--- src/rtl/tft_spi_decoder.sv ---
// Receive-side TFT SPI decoder: synchronises the 4-wire display bus, deserialises bytes
// and turns CASET/RASET/RAMWR traffic into windowed RGB565 pixel writes.
module tft_spi_decoder #(
  parameter int SYNC_STAGES = 2,
  parameter int COORD_W     = 9
) (
  input  logic               clk,
  input  logic               rst,
  input  logic               spi_clk,
  input  logic               spi_mosi,
  input  logic               spi_dc,
  input  logic               spi_cs,
  output logic               byte_valid,
  output logic [7:0]         byte_data,
  output logic               byte_dc,
  output logic               cmd_valid,
  output logic [7:0]         cmd_code,
  output logic               pixel_valid,
  output logic [COORD_W-1:0] pixel_x,
  output logic [COORD_W-1:0] pixel_y,
  output logic [15:0]        pixel_color,
  output logic [COORD_W-1:0] win_xs,
  output logic [COORD_W-1:0] win_xe,
  output logic [COORD_W-1:0] win_ys,
  output logic [COORD_W-1:0] win_ye
);

  localparam logic [3:0] IDLE     = 4'd0;
  localparam logic [3:0] CASET_P0 = 4'd1;
  localparam logic [3:0] CASET_P3 = 4'd4;
  localparam logic [3:0] RASET_P0 = 4'd5;
  localparam logic [3:0] RASET_P3 = 4'd8;
  localparam logic [3:0] RAM_HI   = 4'd9;
  localparam logic [3:0] RAM_LO   = 4'd10;

  // All four pins share one chain so mosi/dc/cs stay aligned with the clock edge.
  logic [SYNC_STAGES-1:0][3:0] sync;
  logic                        s_clk, s_mosi, s_dc, s_cs, clk_prev, rise;

  always_ff @(posedge clk) begin
    if (!rst) begin
      sync <= '0;
    end else begin
      sync[0] <= {spi_cs, spi_dc, spi_mosi, spi_clk};
      for (int i = 1; i < SYNC_STAGES; i++) sync[i] <= sync[i-1];
    end
  end

  assign {s_cs, s_dc, s_mosi, s_clk} = sync[SYNC_STAGES-1];
  assign rise = s_clk & ~clk_prev;

  logic [2:0] bit_cnt;
  logic [6:0] shift;

  always_ff @(posedge clk) begin
    if (!rst) begin
      clk_prev   <= 1'b0;
      bit_cnt    <= '0;
      shift      <= '0;
      byte_valid <= 1'b0;
      byte_data  <= '0;
      byte_dc    <= 1'b0;
    end else begin
      clk_prev   <= s_clk;
      byte_valid <= 1'b0;
      if (s_cs) begin
        bit_cnt <= '0;
      end else if (rise) begin
        shift   <= {shift[5:0], s_mosi};
        bit_cnt <= bit_cnt + 3'd1;
        if (bit_cnt == 3'd7) begin
          byte_valid <= 1'b1;
          byte_data  <= {shift, s_mosi};
          byte_dc    <= s_dc;
        end
      end
    end
  end

  logic [3:0]         state;
  logic [7:0]         p_sh, p_sl, p_eh, ram_hi;
  logic [COORD_W-1:0] cur_x, cur_y, nxt_x, nxt_y;
  logic [15:0]        start_w, end_w;

  assign start_w = {p_sh, p_sl};
  assign end_w   = {p_eh, byte_data};

  // Raster advance; unsigned compares make an inverted window degenerate to one column/row.
  always_comb begin
    nxt_x = cur_x + 1'b1;
    nxt_y = cur_y;
    if (cur_x >= win_xe) begin
      nxt_x = win_xs;
      nxt_y = (cur_y >= win_ye) ? win_ys : cur_y + 1'b1;
    end
  end

  always_ff @(posedge clk) begin
    if (!rst) begin
      state       <= IDLE;
      cmd_valid   <= 1'b0;
      cmd_code    <= '0;
      pixel_valid <= 1'b0;
      pixel_x     <= '0;
      pixel_y     <= '0;
      pixel_color <= '0;
      win_xs      <= '0;
      win_xe      <= '1;
      win_ys      <= '0;
      win_ye      <= '1;
      cur_x       <= '0;
      cur_y       <= '0;
      p_sh        <= '0;
      p_sl        <= '0;
      p_eh        <= '0;
      ram_hi      <= '0;
    end else begin
      cmd_valid   <= 1'b0;
      pixel_valid <= 1'b0;
      if (byte_valid) begin
        if (!byte_dc) begin
          cmd_valid <= 1'b1;
          cmd_code  <= byte_data;
          case (byte_data)
            8'h2A:   state <= CASET_P0;
            8'h2B:   state <= RASET_P0;
            8'h2C: begin
              state <= RAM_HI;
              cur_x <= win_xs;
              cur_y <= win_ys;
            end
            default: state <= IDLE;
          endcase
        end else begin
          case (state)
            CASET_P0, RASET_P0: begin p_sh <= byte_data; state <= state + 4'd1; end
            4'd2, 4'd6:         begin p_sl <= byte_data; state <= state + 4'd1; end
            4'd3, 4'd7:         begin p_eh <= byte_data; state <= state + 4'd1; end
            CASET_P3: begin
              win_xs <= start_w[COORD_W-1:0];
              win_xe <= end_w[COORD_W-1:0];
              state  <= IDLE;
            end
            RASET_P3: begin
              win_ys <= start_w[COORD_W-1:0];
              win_ye <= end_w[COORD_W-1:0];
              state  <= IDLE;
            end
            RAM_HI: begin
              ram_hi <= byte_data;
              state  <= RAM_LO;
            end
            RAM_LO: begin
              pixel_valid <= 1'b1;
              pixel_x     <= cur_x;
              pixel_y     <= cur_y;
              pixel_color <= {ram_hi, byte_data};
              cur_x       <= nxt_x;
              cur_y       <= nxt_y;
              state       <= RAM_HI;
            end
            default: ;
          endcase
        end
      end
    end
  end

endmodule
--- config.mk ---
export PLATFORM = sky130hd
export DESIGN_NAME = tft_spi_decoder
export DESIGN_NICKNAME = d
export VERILOG_FILES = /design/src/rtl/tft_spi_decoder.sv
export SDC_FILE = /design/constraint.sdc
export NUM_CORES = 1
export LEC_CHECK = 0
export ABC_AREA = 1
export CAP_MARGIN = 25
export CELL_PAD_IN_SITES_DETAIL_PLACEMENT = 1
export CELL_PAD_IN_SITES_GLOBAL_PLACEMENT = 2
export CORE_UTILIZATION = 31
export CTS_CLUSTER_SIZE = 30
export DETAILED_ROUTE_END_ITERATION = 7
export PLACE_DENSITY_LB_ADDON = 0.3
export RECOVER_POWER = 25
export SLEW_MARGIN = 20
export SYNTH_ARGS = -nofsm -noshare
export SYNTH_HDL_FRONTEND = slang
export SYNTH_SLANG_ARGS = --single-unit
--- constraint.sdc ---
create_clock -name clk -period 1.9 [get_ports clk]
set_input_delay 0.38 -clock clk [delete_from_list [all_inputs] [get_ports clk]]
set_output_delay 0.38 -clock clk [all_outputs]
set_load 0.1 [all_outputs]
==> impl_results.rst <==
.. list-table::
   :header-rows: 1

   * - Metric
     - Value
   * - Aggregate global-route resource usage
     - 20.5%
   * - Share of the clock period used by the worst path after layout
     - 92.2%
   * - Highest-utilization routing layer at the global route stage
     - met2
   * - Die Y-Extent
     - 144 µm
   * - Min cycle time layout
     - 1.75 ns
   * - Number of clock buffers inserted by TritonCTS
     - 17
   * - Flop pwr share
     - 48.1%
   * - CP Capture Point
     - cur_x[3]
   * - Top Ports
     - 96
   * - Achievable Freq
     - 571 MHz
   * - Largest area contributor in the netlist
     - sky130_fd_sc_hd__dfxtp_1
   * - Hold buffers post-CTS
     - 0
   * - Reg-to-reg critical path endpoint
     - cur_x[3]
   * - Routed via count divided by cell count
     - 4.74
   * - # port buffers
     - 95
   * - Setup TNS
     - 0 ns
   * - Seq/Total Area, Yosys
     - 47.6%
   * - EDFF count, synth
     - 0
   * - Level count of the clock H-tree
     - 4
   * - Register bit total from synthesis
     - 149
   * - Area fraction of the dominant cell type after synthesis
     - 47.6%
   * - Vias in the first global route
     - 5931
   * - Diodes inserted
     - 0
   * - Initial Util
     - 31.9%
   * - Net Sw Frac
     - 24.7%
   * - CTS tree
     - done
   * - Least-Margin Pin Slew
     - 1.09 ns
   * - Initial antenna violation count
     - 0
   * - WS Path Type
     - flop to flop
   * - Synth Cell Area
     - 6270 µm²
   * - Critical path capture point type
     - flop
   * - Final design instance area without fill
     - 8380 µm²
   * - Weighted congestion at the end of routability-driven global placement
     - 0.830
   * - Grt ovf
     - 0
   * - Clock net sink count
     - 149
   * - Power spent charging and discharging nets
     - 0.00160 W
   * - Final routed wire length divided by cell count
     - 16.5 µm
   * - Worst Setup Start Kind
     - flop
   * - Floorplan core area
     - 19700 µm²
   * - Reg clk slew, reported paths
     - 0.07 ns
   * - YS warnings
     - 0
   * - Std-Cell Rows
     - 51
   * - Final HPWL DP
     - 14500 µm
   * - Depth of the worst register-to-register path
     - 12
   * - Slew Limit Fails
     - 0
   * - Area added between synthesis and finish
     - 33.7%
   * - Maximum vdd drop
     - 0.640 mV
   * - Clock share of power
     - 50.0%
   * - Register-to-register setup slack
     - 0.15 ns
   * - Detailed router's first-iteration violation count
     - 204
   * - Synth top area cells
     - sky130_fd_sc_hd__dfxtp_1 (48%), sky130_fd_sc_hd__o21ai_0 (10%), sky130_fd_sc_hd__nor2_1 (7.2%)
   * - Power density relative to cell area
     - 774 nW/µm²
   * - Total internal power
     - 0.00489 W
   * - Combinational group share of total power
     - 1.9%
   * - Proportion of register bits with asynchronous set or reset after synthesis
     - 0%
   * - Status
     - completed
   * - Cell variety after synth
     - 34
   * - Total leakage power
     - 3.94 nW
   * - Count of nets left with antenna violations after detail routing
     - 0
   * - Endpoint required time on the critical path
     - 2.22 ns
   * - Met3 routing resource usage after global routing
     - 4.04%
   * - Tot Pwr
     - 0.00649 W
   * - Clock Tree Buf Depth
     - 2
   * - Nets@finish
     - 980
   * - Peak fanout along the critical path
     - 9
   * - 1st-pass router iterations
     - 4
   * - Min-delay worst type
     - flop to flop
   * - Die X
     - 144 µm
   * - Largest net degree at the start of global routing
     - 64
   * - Remaining max-slew budget at the tightest pin
     - 27.2%
   * - Filler cells
     - 2464
   * - Placed cell area
     - 8070 µm²
   * - Reg2Reg Launch Point
     - state[0]
   * - Top FF cell, synth
     - sky130_fd_sc_hd__dfxtp_1
   * - Avg Synthesized Cell Area
     - 7.59 µm²
   * - Vias
     - 5813
   * - Number of maximum-capacitance violations
     - 0
   * - Grt met2 use
     - 35.2%
   * - Final Hold Fails
     - 0
   * - Clock Latency Late Sink
     - 0.44 ns
   * - Clock Skew
     - 0.00994 ns
   * - Launch point of the critical path
     - state[0]
   * - Final design utilization
     - 42.6%
   * - Total nets after synthesis
     - 858
   * - Fin Hold WS
     - 0.415 ns
   * - Met1 GRT Util
     - 25.5%
   * - Cell count after synthesis
     - 826
   * - CTS Root Buffer Type
     - sky130_fd_sc_hd__clkbuf_16
   * - Share of post-route cells with drive strength above 1
     - 23.5%
   * - Wire length of the first global-routing pass
     - 31900 µm
   * - Area of the die
     - 20800 µm²
   * - Final Setup Violations
     - 0
   * - DRC Markers
     - 0
   * - CP arrival
     - 2.08 ns
   * - Total routed wirelength
     - 20300 µm
placed cells by master, fill, tap and decap left out, types with 2 or more instances in the layout:
cell type                         synthesis  routed
sky130_fd_sc_hd__o211ai_1                 2       2
sky130_fd_sc_hd__nand2_2                  6       8
sky130_fd_sc_hd__a21oi_1                 90      90
sky130_fd_sc_hd__dfxtp_4                  0      16
sky130_fd_sc_hd__xor2_1                   2       2
sky130_fd_sc_hd__clkbuf_16                0      17
sky130_fd_sc_hd__clkbuf_1                27       2
sky130_fd_sc_hd__ha_1                    26      25
sky130_fd_sc_hd__clkinv_4                 0       2
sky130_fd_sc_hd__buf_4                    4      73
sky130_fd_sc_hd__nand4_1                  7       7
sky130_fd_sc_hd__nand3b_1                 2       2
sky130_fd_sc_hd__nand2_1                100      96
sky130_fd_sc_hd__inv_1                   89      88
sky130_fd_sc_hd__clkinvlp_4               0       2
sky130_fd_sc_hd__inv_8                    0       4
sky130_fd_sc_hd__o21ai_1                  0       3
sky130_fd_sc_hd__nand2_4                  2       6
sky130_fd_sc_hd__buf_12                   0      24
sky130_fd_sc_hd__nor3_1                   5       5
sky130_fd_sc_hd__inv_6                    0       6
sky130_fd_sc_hd__a21oi_4                  1       2
sky130_fd_sc_hd__o21ai_0                131     128
sky130_fd_sc_hd__clkdlybuf4s50_1          0       4
sky130_fd_sc_hd__dfxtp_1                149     119
sky130_fd_sc_hd__dfxtp_2                  0      14
sky130_fd_sc_hd__clkbuf_2                 0      37
sky130_fd_sc_hd__o31ai_1                  2       2
sky130_fd_sc_hd__nor2_1                 121     120
sky130_fd_sc_hd__inv_2                    4       5
sky130_fd_sc_hd__nor2_4                   2       4
sky130_fd_sc_hd__nand3_1                 34      34
sequential cells by signal, indices dropped and copies added (netlist names), 3 cells and up:
register / flops
cur_y: 9
byte_data: 8
win_xs: 9
win_xe: 9
pixel_color: 16
win_ys: 9
p_sl: 8
pixel_y: 9
state: 4
cmd_code: 8
ram_hi: 8
shift: 7
win_ye: 9
cur_x: 9
bit_cnt: 3
sync: 4
pixel_x: 9
worst max-delay path, cell delays in order (launching register included):
cell and delay [ns]:
sky130_fd_sc_hd__dfxtp_2 0.35, sky130_fd_sc_hd__inv_1 0.08, sky130_fd_sc_hd__ha_2 0.21, sky130_fd_sc_hd__nand3_2 0.13
sky130_fd_sc_hd__nand2_2 0.10, sky130_fd_sc_hd__nand2_2 0.07, sky130_fd_sc_hd__inv_1 0.10, sky130_fd_sc_hd__nand2_4 0.06
sky130_fd_sc_hd__buf_4 0.17, sky130_fd_sc_hd__o21ai_0 0.14, sky130_fd_sc_hd__nand2_1 0.07, sky130_fd_sc_hd__nor2_1 0.12
sky130_fd_sc_hd__nor2_1 0.05
area by class of cell:
| type | count | area [µm²] | share of cell area [%] |
|---|---|---|---|
| Inverter | 94 | 353 | 4.21 |
| Clock inverter | 15 | 135 | 1.61 |
| Sequential cell | 149 | 3060 | 36.5 |
| Tap cell | 265 | 332 | 3.96 |
| Clock buffer | 17 | 425 | 5.08 |
| Timing Repair Buffer | 140 | 1260 | 15.0 |
| Multi-Input combinational cell | 546 | 2810 | 33.6 |
timing repair:
| item | in CTS | in global routing |
|---|---|---|
| resized for setup | 2 | 16 |
| pin swaps | 1 | 2 |
| hold endpoints to repair | 0 | 0 |
| endpoints found under the setup margin | 2 | 24 |
| gates cloned | 1 | 1 |
| setup buffers | 0 | 1 |
worst min-delay path by stage:
| stage | from | to | slack, ns | depth (start not counted) |
|---|---|---|---|---|
| 6_report | sync[2] | s_dc | 0.41 | 2 |
| 3_3_place_gp | sync[3] | s_cs | 0.39 | 2 |
| 3_5_place_dp | sync[2] | s_dc | 0.40 | 2 |
| 5_1_grt | sync[2] | s_dc | 0.43 | 2 |
| 2_1_floorplan | sync[0] | s_clk | 0.39 | 2 |
| 4_1_cts | sync[2] | s_dc | 0.42 | 2 |
cell families after synthesis:
group / synth area share (%)
AND/OR/NAND/NOR: 19.2
buffers and inverters: 8.56
XOR/XNOR: 0.419
AO/OA/AOI/OAI: 19.1
adder cells (fa/ha/maj): 5.19
flip-flops: 47.6
cells in the mapped netlist, types with 4 or more instances:
cell type and number:
sky130_fd_sc_hd__a21oi_1 90, sky130_fd_sc_hd__buf_4 4, sky130_fd_sc_hd__clkbuf_1 27, sky130_fd_sc_hd__buf_2 6, sky130_fd_sc_hd__nand4_1 7, sky130_fd_sc_hd__nand3_1 34, sky130_fd_sc_hd__nand2_2 6, sky130_fd_sc_hd__dfxtp_1 149
sky130_fd_sc_hd__nor3_1 5, sky130_fd_sc_hd__nor2_1 121, sky130_fd_sc_hd__inv_1 89, sky130_fd_sc_hd__ha_1 26, sky130_fd_sc_hd__o21ai_0 131, sky130_fd_sc_hd__inv_2 4, sky130_fd_sc_hd__nand2_1 100
metal layers:
| metal | vias to the layer above | wire, µm |
|---|---|---|
| li1 | 2949 | - |
| met1 | 2757 | 9480 |
| met2 | 82 | 9930 |
| met3 | 25 | 515 |
| met4 | 0 | 356 |
| met5 | - | 0 |
power by group through the flow:
stage               clock network, W   logic, W  registers, W
global placement                   0   0.000128       0.00319
detailed placement                 0   0.000128       0.00319
floorplan                          0  0.0000772       0.00319
CTS                          0.00332   0.000130       0.00312
finish                       0.00324   0.000124       0.00312
global route                 0.00344   0.000140       0.00312
metrics by stage:
stage,instances,worst slack (ns)
after detailed placement,1191,0.0112
after global placement,1191,0.0220
after CTS,1224,0.0180
after floorplan,826,-0.0216
final,1226,0.149
after global routing,1226,-0.00225
(Power assumes the default switching activity.)
